==> src/rtl/tx_link_scheduler.sv <==
// tx_link_scheduler: round-robin two-requester framer driving a start/data/parity/gap serial line
module tx_link_scheduler #(
  parameter int GAP_BITS = 4,
  parameter logic START_LEVEL = 1'b1
) (
  input  logic       clk,
  input  logic       rst,
  input  logic       bit_tick,
  input  logic       req0_valid,
  input  logic [7:0] req0_data,
  input  logic       req1_valid,
  input  logic [7:0] req1_data,
  output logic       grant0,
  output logic       grant1,
  output logic       serial_out,
  output logic       busy,
  output logic       frame_done,
  output logic       last_src
);
  typedef enum logic [2:0] {IDLE, START, DATA, PARITY, GAP} state_t;
  localparam logic [3:0] GAP_LAST = 4'(GAP_BITS - 1);
  state_t state, state_nx;
  logic [7:0] data_q, data_nx;
  logic [2:0] bit_cnt, bit_nx;
  logic [3:0] gap_cnt, gap_nx;
  logic so_nx, ls_nx, sel1;
  assign busy = state != IDLE;
  assign sel1 = req1_valid & (~req0_valid | ~last_src);
  // state register; reset aborts any frame in progress and favours req0 on the next tie
  always_ff @(posedge clk or posedge rst)
    if (rst) begin
      state <= IDLE;
      data_q <= '0;
      bit_cnt <= '0;
      gap_cnt <= '0;
      serial_out <= 1'b0;
      last_src <= 1'b1;
    end else begin
      state <= state_nx;
      data_q <= data_nx;
      bit_cnt <= bit_nx;
      gap_cnt <= gap_nx;
      serial_out <= so_nx;
      last_src <= ls_nx;
    end
  // next state and pulses; everything holds between bit ticks
  always_comb begin
    state_nx = state;
    data_nx = data_q;
    bit_nx = bit_cnt;
    gap_nx = gap_cnt;
    so_nx = serial_out;
    ls_nx = last_src;
    grant0 = 1'b0;
    grant1 = 1'b0;
    frame_done = 1'b0;
    if (bit_tick)
      case (state)
        IDLE: begin
          so_nx = 1'b0;
          if (req0_valid | req1_valid) begin
            state_nx = START;
            data_nx = sel1 ? req1_data : req0_data;
            ls_nx = sel1;
            grant0 = ~sel1;
            grant1 = sel1;
            so_nx = START_LEVEL;
          end
        end
        START: begin
          state_nx = DATA;
          so_nx = data_q[7];
          bit_nx = 3'd7;
        end
        DATA: begin
          state_nx = bit_cnt == 3'd0 ? PARITY : DATA;
          so_nx = bit_cnt == 3'd0 ? ^data_q : data_q[bit_cnt - 3'd1];
          bit_nx = bit_cnt == 3'd0 ? bit_cnt : bit_cnt - 3'd1;
        end
        PARITY: begin
          state_nx = GAP;
          so_nx = 1'b0;
          gap_nx = 4'd1;
        end
        GAP: begin
          so_nx = 1'b0;
          frame_done = gap_cnt >= GAP_LAST;
          state_nx = frame_done ? IDLE : GAP;
          gap_nx = frame_done ? 4'd0 : gap_cnt + 4'd1;
        end
        default: state_nx = IDLE;
      endcase
  end
endmodule

==> config.mk <==
export PLATFORM = sky130hd
export DESIGN_NAME = tx_link_scheduler
export DESIGN_NICKNAME = d
export VERILOG_FILES = /design/src/rtl/tx_link_scheduler.sv
export SDC_FILE = /design/constraint.sdc
export NUM_CORES = 1
export LEC_CHECK = 0
export BUFFER_PORTS_ARGS = -buffer_cell sky130_fd_sc_hd__clkbuf_2
export CORE_MARGIN = 10
export CORE_UTILIZATION = 35
export CTS_BUF_LIST = sky130_fd_sc_hd__clkbuf_4 sky130_fd_sc_hd__clkbuf_8
export DETAILED_ROUTE_END_ITERATION = 8
export PLACE_DENSITY = 0.65
export SYNTH_ARGS = -nofsm -noshare
export SYNTH_HDL_FRONTEND = slang
export SYNTH_SLANG_ARGS = --single-unit
==> constraint.sdc <==
create_clock -name clk -period 2.5 [get_ports clk]
set_clock_uncertainty 0.1 [all_clocks]
set_input_delay 0.25 -clock clk [delete_from_list [all_inputs] [get_ports clk]]
set_output_delay 0.25 -clock clk [all_outputs]
set_load 0.005 [all_outputs]
**Word level (Yosys, flattened, before mapping)**

Cells that the tools add are included.

- Register bits: 20
- Input bits: 21
- Output and inout port bits: 6
- Word-level logic and storage cells: 57

- Add/sub/neg operators: 2
- Order comparisons: 2
- Eq/ne operators: 6
- Muxes and demuxes: 22
- Bitwise operators: 6
- Reductions and logical operators: 13

Operators with widths:

| cell | count |
|---|---|
| $pmux W3 S5 | 1 |
| $mux W1 | 12 |
| $mux W3 | 3 |
| $mux W8 | 1 |
| $pmux W4 S2 | 1 |
| $reduce_xor A8 Y1 | 1 |
| $eq A3 B2 Y1 const B | 2 |
| $logic_not A3 Y1 | 2 |
| $pmux W3 S2 | 1 |
| $reduce_and A2 Y1 | 3 |
| $reduce_and A3 Y1 | 2 |
| $add A4 B1 Y4 const B | 1 |
| $ge A4 B2 Y1 const B | 1 |
| $lt A3 B4 Y1 const B | 1 |
| $mux W4 | 1 |
| $ne A2 B2 Y1 const B | 2 |
| $pmux W1 S4 | 1 |
| $reduce_bool A2 Y1 | 2 |
| $reduce_bool A4 Y1 | 1 |
| $bmux W1 S3 | 1 |
| $eq A3 B1 Y1 const B | 1 |
| $eq A3 B3 Y1 const B | 1 |
| $not A1 Y1 | 3 |
| $reduce_bool A3 Y1 | 1 |
| 4 further kinds | 5 |

**Logic depth before layout (Yosys ltp)**

Gate-level depths: netlist (run 1).

- Depth in word-level cells: 7
- Gate-level depth with buffers: 7
- Gate-level depth less buffers: 7

**Worst setup path before layout (run 1)**

No wires, ideal clock.

- Path kind: register to register
- Start point: reg bit_cnt[0]
- End point: reg serial_out
- Library setup time: 0.136 ns
- Arrival time: 1.557 ns
- Required time: 2.264 ns
- Slack: 0.708 ns
- Cell stages (with the launch flop): 7
- Path buffers: 0
- Clock period less this slack: 1.792 ns
- Cell sequence: dfrtp_1 -> inv_1 -> ha_1 -> ha_1 -> mux4_2 -> o2111ai_1 -> o211ai_1

- Longest elaborated chain between the ends: 5
- Elaborated cells on any way between the ends: 6
- Those cells by class: 1 x add/sub; 4 x mux; 1 x reduce/logical

RTL lines:

| what | line | text |
|---|---|---|
| start, declared | 24 | `logic [2:0] bit_cnt, bit_nx;` |
| start signal, assigned | 41 | `bit_cnt <= bit_nx;` |
| $sub A3 B1 Y3 | 77 | `so_nx = bit_cnt == 3'd0 ? ^data_q : data_q[bit_cnt - 3'd1];` |
| $bmux W1 S3 | 77 |  |
| $mux W1 (implied by the code) | 77 |  |
| $mux W1 * | 77 |  |
| $pmux W1 S4 * | 58 | `case (state)` |
| end signal, assigned | 43 | `serial_out <= so_nx;` |
| end, declared | 15 | `output logic serial_out,` |

Every way passes the cells marked *; elsewhere a longest branch is shown, timed or not. The select of a mux whose other input is x is not followed.
A chain may end at the register's enable or synchronous reset.

**Final worst setup path (run 1)**

- Start point: reg state[0]
- End point: out grant0

- Longest elaborated chain between the ends: 3

RTL lines:

| what | line | text |
|---|---|---|
| start, declared | 22 | `state_t state, state_nx;` |
| start signal, assigned | 39 | `state <= state_nx;` |
| $logic_not A3 Y1 | 58 |  |
| $mux W1 | 58 |  |
| $mux W1 | 57 | `if (bit_tick)` |
| end, declared | 13 | `output logic grant0,` |

Every way passes these cells.

==> results of run 1 <==
==> flip-flops by register name, indices dropped and copies added, names as in the netlist <==
signal      flops
data_q          8
serial_out      1
last_src        1
state           3
gap_cnt         4
bit_cnt         3
==> timing repair <==
item	4_1_cts	5_1_grt
setup buffers	0	0
hold buffers	1	0
hold endpoints to repair	19	0
==> layout make-up <==
cell class                 instances  area share, %
inverter                           5           1.33
tap                               46           4.09
multi-input combinational         97           46.3
clock buffer                       4           2.13
timing repair buffer              28           10.5
sequential                        20           35.6
==> final timing paths <==
kind | from | slack, ps | cells after the start | endpoint
max | state[0] | 360 | 4 | grant0
min reg2reg | last_src | 430 | 1 | last_src
max reg2reg | bit_cnt[0] | 550 | 6 | serial_out
min in group asynchronous | rst | 500 | 3 | bit_cnt[0]
max in group asynchronous | rst | 1320 | 3 | data_q[0]
min | req0_data[0] | 120 | 3 | data_q[0]
==> metrics by stage <==
stage	setup WS [ps]	cell area (sq um)	hold slack (ps)	power (mW)
after floorplan	708	1200	113	1.15
after global placement	657	1370	308	1.27
after detailed placement	577	1370	306	1.30
after CTS	336	1410	119	1.48
after global routing	188	1410	156	1.60
final	363	1410	124	1.46
==> cells by family (layout without fill, tap and decap cells) <==
family          count (synthesis)  in the layout  share of synthesized area, %
flops                          20             20                          41.7
mux                            11             11                          10.2
xor+xnor                        7              7                          5.09
simple gates                   43             43                          18.8
compound gates                 33             33                          16.9
buf+inv                        11             37                          4.16
fa+ha+maj                       3              3                          3.12
==> power by group <==
| group | internal [mW] | switching, mW | total [mW] |
|---|---|---|---|
| logic | 0.356 | 0.324 | 0.680 |
| clock network | 0.0729 | 0.0945 | 0.167 |
| registers | 0.446 | 0.164 | 0.610 |
| total | 0.875 | 0.583 | 1.46 |
==> Yosys cell counts <==
cell type  number  area [sq um]
dfrtp_1        19           475
nand2_1        13          48.8
mux2i_1        10           100
o21ai_0         8          40.0
nor2_1          7          26.3
xnor2_1         7          61.3
a21oi_1         5          25.0
inv_1           5          18.8
nand3_1         5          25.0
o21ai_1         5          25.0
buf_2           4          20.0
and2_1          3          18.8
ha_1            3          37.5
nand2b_1        3          18.8
nor3_1          3          15.0
a21o_1          2          15.0
a31oi_1         2          12.5
o211ai_1        2          15.0
o31ai_1         2          15.0
or3_1           2          12.5
a21boi_1        1          7.51
a21oi_2         1          8.76
a32oi_1         1          8.76
and2b_1         1          7.51
and3_1          1          6.26
and3b_1         1          8.76
buf_4           1          7.51
clkbuf_1        1          3.75
dfstp_2         1          26.3
mux4_2          1          22.5
nand3b_2        1          11.3
nor2_2          1          6.26
nor3b_2         1          12.5
o2111ai_1       1          8.76
o21a_1          1          7.51
o22ai_1         1          6.26
o32ai_1         1          8.76
or3b_1          1          8.76
==> worst max-delay path, stage by stage, from the launching register on <==
cell	delay [ps]
dfrtp_1	560
nor2_2	310
nand3b_2	310
nor2_1	180
clkbuf_2	130
==> per-layer routing <==
metal / track usage (%) / vias to the layer above / routed length [microns]
li1: - / 510 / -
met5: 0 / - / 0
met3: 3.19 / 2 / 147
met4: 1.08 / 0 / 12
met1: 10.7 / 460 / 1130
met2: 15.0 / 26 / 1260
==> results.cfg, run 1 <==
[outcome]
outcome = completed

[finish]
synthToLayoutAreaGrowth_pct = 16.9
regArea_sq_um = 502
fillers = 379
fin_cells = 200
drive_above_1_share_pct = 24.0
fin_nets = 179
layout_commonest_cell = clkbuf_2
diodes = 0
multiInputGateArea_sq_um = 652
final_cell_mix = clkbuf_2, dfrtp_1, nand2_1
final_core_utilization_pct = 42.2

[placed_design]
gp_congestion = 0.768
dpl.cell_count = 195
io_buffers = 26
dp_hpwl_mm = 1.99

[sta]
max_freq_ghz = 0.468
period_needed_ps = 2140
relSlewSlack_pct = 48.6
fin_crit_sh_pct = 85.5
finalMaxSlewViolations = 0
rsz0062_at_grt = false
worst_pin_slew_ps = 769
setup_viol = 0
hold_viol = 0
finalSetupTns_ps = 0

[synth]
synth_cell_types = 38
yosysWarnings = 0
synth_fp_nets = 152
yosysSeqAreaShare_pct = 41.7
synthCells = 128
ys_ff_latch = 20
avgSynthCellArea_sq_um = 9.40
syn-cell-area_sq_um = 1200

[die]
row_count = 21
io_pins = 27
coreArea_sq_um = 3340
die_area_sq_um = 6190
start_util_pct = 36.1
dieWidth_microns = 78.6
die_y_microns = 78.6

[critical_path]
critPathLaunchType = flip-flop
crit_path_end_kind = primary output
critical_path_arrival_ps = 1790
cp_max_fo = 18
path_class = flip-flop to primary output
worstPathRequired_ps = 2150

[routing]
vias = 998
wl_mm = 2.54
wire_per_inst_microns = 12.7
dr.pass1.iters = 4
drtIter0Drc = 36
viasPerCell = 4.99
drc_errors = 0
postRouteAntennaNets = 0

[grt]
grt_pass1_vias = 1034
grt.overflow.total = 0
grt_pass1_wl_mm = 4.65
gr-usage-all-layers_pct = 8.83
antenna_found_initial = 0
grt_max_degree = 21

[flow_run]
maxCapViolCount = 0

[pwr]
pwr_density_cell_nw_per_um2 = 1040
power.leakage_nw = 0.664
vdd_ir_drop_max_uv = 491

[clock_tree]
cts_tree = built
ctsHtreeMaxLevel = 1
clock_path_buffers = 2
cts-root-buf = clkbuf_4
insertion_delay_ps = 300
clk_pin_slew_ps = 110
numCtsBuffers = 3
numClockSinks = 20
cts-resized-gates = 0

[min_path]
holdCritPathClass = input port to flip-flop
No activity file was read; power rests on OpenSTA's default activity.
==> inputs of run 2 (changes only) <==
--- a/config.mk
+++ b/config.mk
@@ -5,7 +5,7 @@
 export SDC_FILE = /design/constraint.sdc
 export NUM_CORES = 1
 export LEC_CHECK = 0
-export BUFFER_PORTS_ARGS = -buffer_cell sky130_fd_sc_hd__clkbuf_2
+export BUFFER_PORTS_ARGS = -buffer_cell sky130_fd_sc_hd__buf_4
 export CORE_MARGIN = 10
 export CORE_UTILIZATION = 35
 export CTS_BUF_LIST = sky130_fd_sc_hd__clkbuf_4 sky130_fd_sc_hd__clkbuf_8
==> results.cfg, run 2 (same netlist as run 1, synthesis figures left out) <==
[outcome]
outcome = complete, but fails checks
violations = negative hold slack

[finish]
final_cell_mix = buf_4, dfrtp_1, nand2_1
top_regs = data_q: 8 flops, gap_cnt: 4 flops
synthToLayoutAreaGrowth_pct = 22.0
largest_register_ff_count = 8
layout_commonest_cell = buf_4
fin_nets = 178
drive_above_1_share_pct = 24.2
diodes = 0
largest_register = data_q

[sta]
finalMaxSlewViolations = 0
period_needed_ps = 2150
max_freq_ghz = 0.465
relSlewSlack_pct = 48.1
finalSetupTns_ps = 0
fin_crit_sh_pct = 86.0
setup_viol = 0
worst_pin_slew_ps = 778
hold_viol = 19
fin_ws_ps = 349
hold_slack_ps = -20.8
rsz0062_at_grt = false

[clock_tree]
cts-resized-gates = 0
hold_buffers = 0
clock_path_buffers = 2
postCtsSetupRepairBufs = 0
clk_pin_slew_ps = 110
ctsHtreeMaxLevel = 1
cts-root-buf = clkbuf_4
numCtsBuffers = 3
insertion_delay_ps = 300
numClockSinks = 20
cts_tree = built

[placed_design]
io_buffers = 26
dp_hpwl_mm = 1.99
dp_slack_ps = 577
gp_congestion = 0.716

[grt]
antenna_found_initial = 0
grt_pass1_vias = 1053
grt_pass1_wl_mm = 4.49
grt.overflow.total = 0
grt_max_degree = 21
gr-usage-all-layers_pct = 8.70

[routing]
wl_met1_mm = 1.14
drc_errors = 0
wire_per_inst_microns = 12.5
postRouteAntennaNets = 0
drtIter0Drc = 44
vias = 996
wl_met3_microns = 159
routed-wl-met2_mm = 1.18
dr.pass1.iters = 6
wl_mm = 2.49
viasPerCell = 5.01
highest_layer = met4

[die]
coreArea_sq_um = 3340
row_count = 21
dieWidth_microns = 78.6
io_pins = 27
start_util_pct = 36.1
die_y_microns = 78.6
die_area_sq_um = 6190

[pwr]
pwr_density_cell_nw_per_um2 = 1020
vdd_ir_drop_max_uv = 481
power.leakage_nw = 0.680

[critical_path]
path_class = flip-flop to primary output
crit_path_end_kind = primary output
cp_max_fo = 18
critPathLaunchType = flip-flop
worstPathRequired_ps = 2150
critical_path_arrival_ps = 1800

[flow_run]
maxCapViolCount = 0

[min_path]
holdCritPathClass = input port to async pin
-- run 2: changes by cell type in the layout (fill, tap and decap cells not counted), sizes merged --
cell,previous run,this run
buf,1,27
clkbuf,30,4
dlygate4sd3,1,0
-- run 2: final cells by class --
cell class / count / area [sq um]
repair buffers: 27 / 203
fillers: 357 / 1870
inverters: 5 / 18.8
well taps: 46 / 57.6
flip-flops and latches: 20 / 502
multi-input cells: 97 / 652
clock buffers: 4 / 36.3
-- run 2: critical path, cell delays in order, from the launching register on --
cell and delay [ps]:
dfrtp_1 560, nor2_2 320, nand3b_2 310, nor2_1 180, buf_4 120
-- run 2: worst paths after layout --
path / start / endpoint / slack [ps] / cells past startpoint
worst max register to register: bit_cnt[0] / serial_out / 580 / 6
max in group asynchronous: rst / gap_cnt[3] / 1840 / 2
min in group clk: req0_data[0] / data_q[0] / 110 / 3
worst min register to register: last_src / last_src / 430 / 1
worst min-delay path: rst / data_q[7] / -20 / 2
worst max-delay path: state[0] / grant0 / 350 / 4
-- run 2: stage by stage --
stage	cell area, sq um	power (mW)	util, %	cells
final	1470	1.49	44.0	199
after global routing	1470	1.64	44.0	199
after CTS	1470	1.51	44.0	199
after detailed placement	1430	1.32	42.9	195
after global placement	1430	1.30	42.9	195
after floorplan	1200	1.15	-	128
-- run 2: where the power goes --
group	switching, mW	total [mW]	internal [mW]
sequential	0.165	0.611	0.446
clock	0.0994	0.188	0.0889
combinational	0.315	0.692	0.378
-- run 2: routing by layer --
layer / up-vias / track usage (%)
li1: 505 / -
met1: 464 / 10.2
met2: 25 / 14.3
met3: 2 / 4.10
met4: 0 / 1.61
met5: - / 0
==> inputs of run 3 (changes only) <==
--- a/config.mk
+++ b/config.mk
@@ -9,6 +9,7 @@
 export CORE_MARGIN = 10
 export CORE_UTILIZATION = 35
 export CTS_BUF_LIST = sky130_fd_sc_hd__clkbuf_4 sky130_fd_sc_hd__clkbuf_8
+export CTS_CLUSTER_SIZE = 24
 export DETAILED_ROUTE_END_ITERATION = 8
 export PLACE_DENSITY = 0.65
 export SYNTH_ARGS = -nofsm -noshare
==> constraint.sdc (replaced) <==
create_clock -name clk -period 2.5 [get_ports clk]
set_clock_uncertainty 0.1 [all_clocks]
set_input_delay 0 -clock clk [delete_from_list [all_inputs] [get_ports clk]]
set_output_delay 0 -clock clk [all_outputs]
set_load 0.005 [all_outputs]
==> results.cfg, run 3 (same netlist as run 1, synthesis figures left out) <==
[pwr]
p_total_mw = 1.53
pwr_density_cell_nw_per_um2 = 923
power.leakage_nw = 0.758
vdd_ir_drop_max_uv = 387

[clock_tree]
clk_pin_slew_ps = 120
ctsHtreeMaxLevel = 1
cts-root-buf = clkbuf_4
numClockSinks = 20
cts_tree = built
insertion_delay_ps = 310
clock_path_buffers = 2
numCtsBuffers = 3
postCtsSetupRepairBufs = 0

[sta]
fin_ws_ps = 447
hold_slack_ps = 117
rsz0062_at_grt = false
relSlewSlack_pct = 47.6
worst_pin_slew_ps = 785
finalMaxSlewViolations = 0
max_freq_ghz = 0.487
hold_viol = 0
finalSetupTns_ps = 0
setup_viol = 0
period_needed_ps = 2050
fin_crit_sh_pct = 82.1

[finish]
diodes = 0
layout_commonest_cell = buf_4
largest_register = data_q
synthToLayoutAreaGrowth_pct = 37.8
drive_above_1_share_pct = 21.5
top_regs = data_q: 8 flops, gap_cnt: 4 flops
fillers = 335
fin_nets = 197
final_cell_mix = buf_4, dlygate4sd3_1, dfrtp_1
multiInputGateArea_sq_um = 656
regArea_sq_um = 502
largest_register_ff_count = 8

[routing]
wl_met3_microns = 172
postRouteAntennaNets = 0
wl_met1_mm = 1.16
highest_layer = met4
dr.pass1.iters = 4
drc_errors = 0
routed-wl-met2_mm = 1.47
wl_mm = 2.86
vias = 1073
drtIter0Drc = 31
wire_per_inst_microns = 13.1
viasPerCell = 4.92

[die]
row_count = 21
die_y_microns = 78.6
die_area_sq_um = 6190
io_pins = 27
start_util_pct = 36.1
dieWidth_microns = 78.6
coreArea_sq_um = 3340

[grt]
grt_max_degree = 21
grt.overflow.total = 0
antenna_found_initial = 0
grt_pass1_vias = 1154
grt_pass1_wl_mm = 5.18
gr-usage-all-layers_pct = 10.1

[critical_path]
critical_path_arrival_ps = 2150
worstRegToRegCells = 4
path_delay_family = compound AO/OA/AOI/OAI gates
crit_path_end_kind = flip-flop
critPathBufInv = 1
path_cells = a21boi_2 > mux2i_1 > dlygate4sd3_1 > o21ai_0
r2r_start = last_src
rr_endpoint = data_q[2]
worstSetupEndpoint = data_q[2]
crit_start = last_src
cp_max_fo = 10
worstPathRequired_ps = 2600
path_class = flip-flop to flip-flop
slowest_stage = dlygate4sd3_1
crit_cells = 4
critPathLaunchType = flip-flop
cpPeakStageDelay_ps = 570
reg2reg_slack_ps = 450

[outcome]
outcome = completed

[placed_design]
dp_slack_ps = 534
io_buffers = 26
gp_congestion = 0.731
dp_hpwl_mm = 2.02

[min_path]
holdCritPathClass = input port to flip-flop

[flow_run]
maxCapViolCount = 0
run 3: cell count changes in the layout (fill, tap and decap cells not counted), sizes merged:
cell | previous run | this run
dlygate4sd3 | 0 | 20
buf | 27 | 26
run 3: worst min-delay path by stage:
| stage | startpoint | to | slack, ps | cells past startpoint |
|---|---|---|---|---|
| floorplan | rst | bit_cnt[0] | -140 | 1 |
| global placement | rst | data_q[5] | 90 | 2 |
| detailed placement | rst | data_q[6] | 100 | 2 |
| CTS | req0_valid | serial_out | 110 | 5 |
| global route | req0_valid | serial_out | 130 | 5 |
| finish | req0_valid | serial_out | 120 | 5 |
run 3: power by group:
part	internal [mW]	switching [mW]
clock	0.0732	0.107
sequential	0.446	0.166
combinational	0.410	0.329
run 3: through the flow:
stage,std cells,util (%),instance area [sq um]
final,218,49.7,1660
after global routing,218,49.7,1660
after CTS,218,49.6,1660
after detailed placement,194,42.7,1430
after global placement,194,42.7,1430
after floorplan,128,-,1200
run 3: routing by layer:
layer | track usage, % | up-vias
li1 | - | 543
met1 | 11.0 | 500
met2 | 17.4 | 25
met3 | 3.30 | 5
met4 | 4.30 | 0
met5 | 0 | -
run 3: layout make-up:
class,count,area share [%]
flip-flops and latches,20,30.2
multi-input cells,97,39.5
clock buffers,4,1.81
inverters,5,1.13
repair buffers,46,23.8
well taps,46,3.47
run 3: tightest hold or removal path, cell delays in order:
cell	delay, ps
buf_4	90
nor2_1	50
o21ai_0	160
a32oi_1	100
o211ai_1	90
run 3: repair_timing:
item | 4_1_cts | 5_1_grt
hold buffers | 20 | 0
endpoints found under the hold margin | 32 | 0
gates resized for setup | 0 | 1
endpoints found under the setup margin | 0 | 3
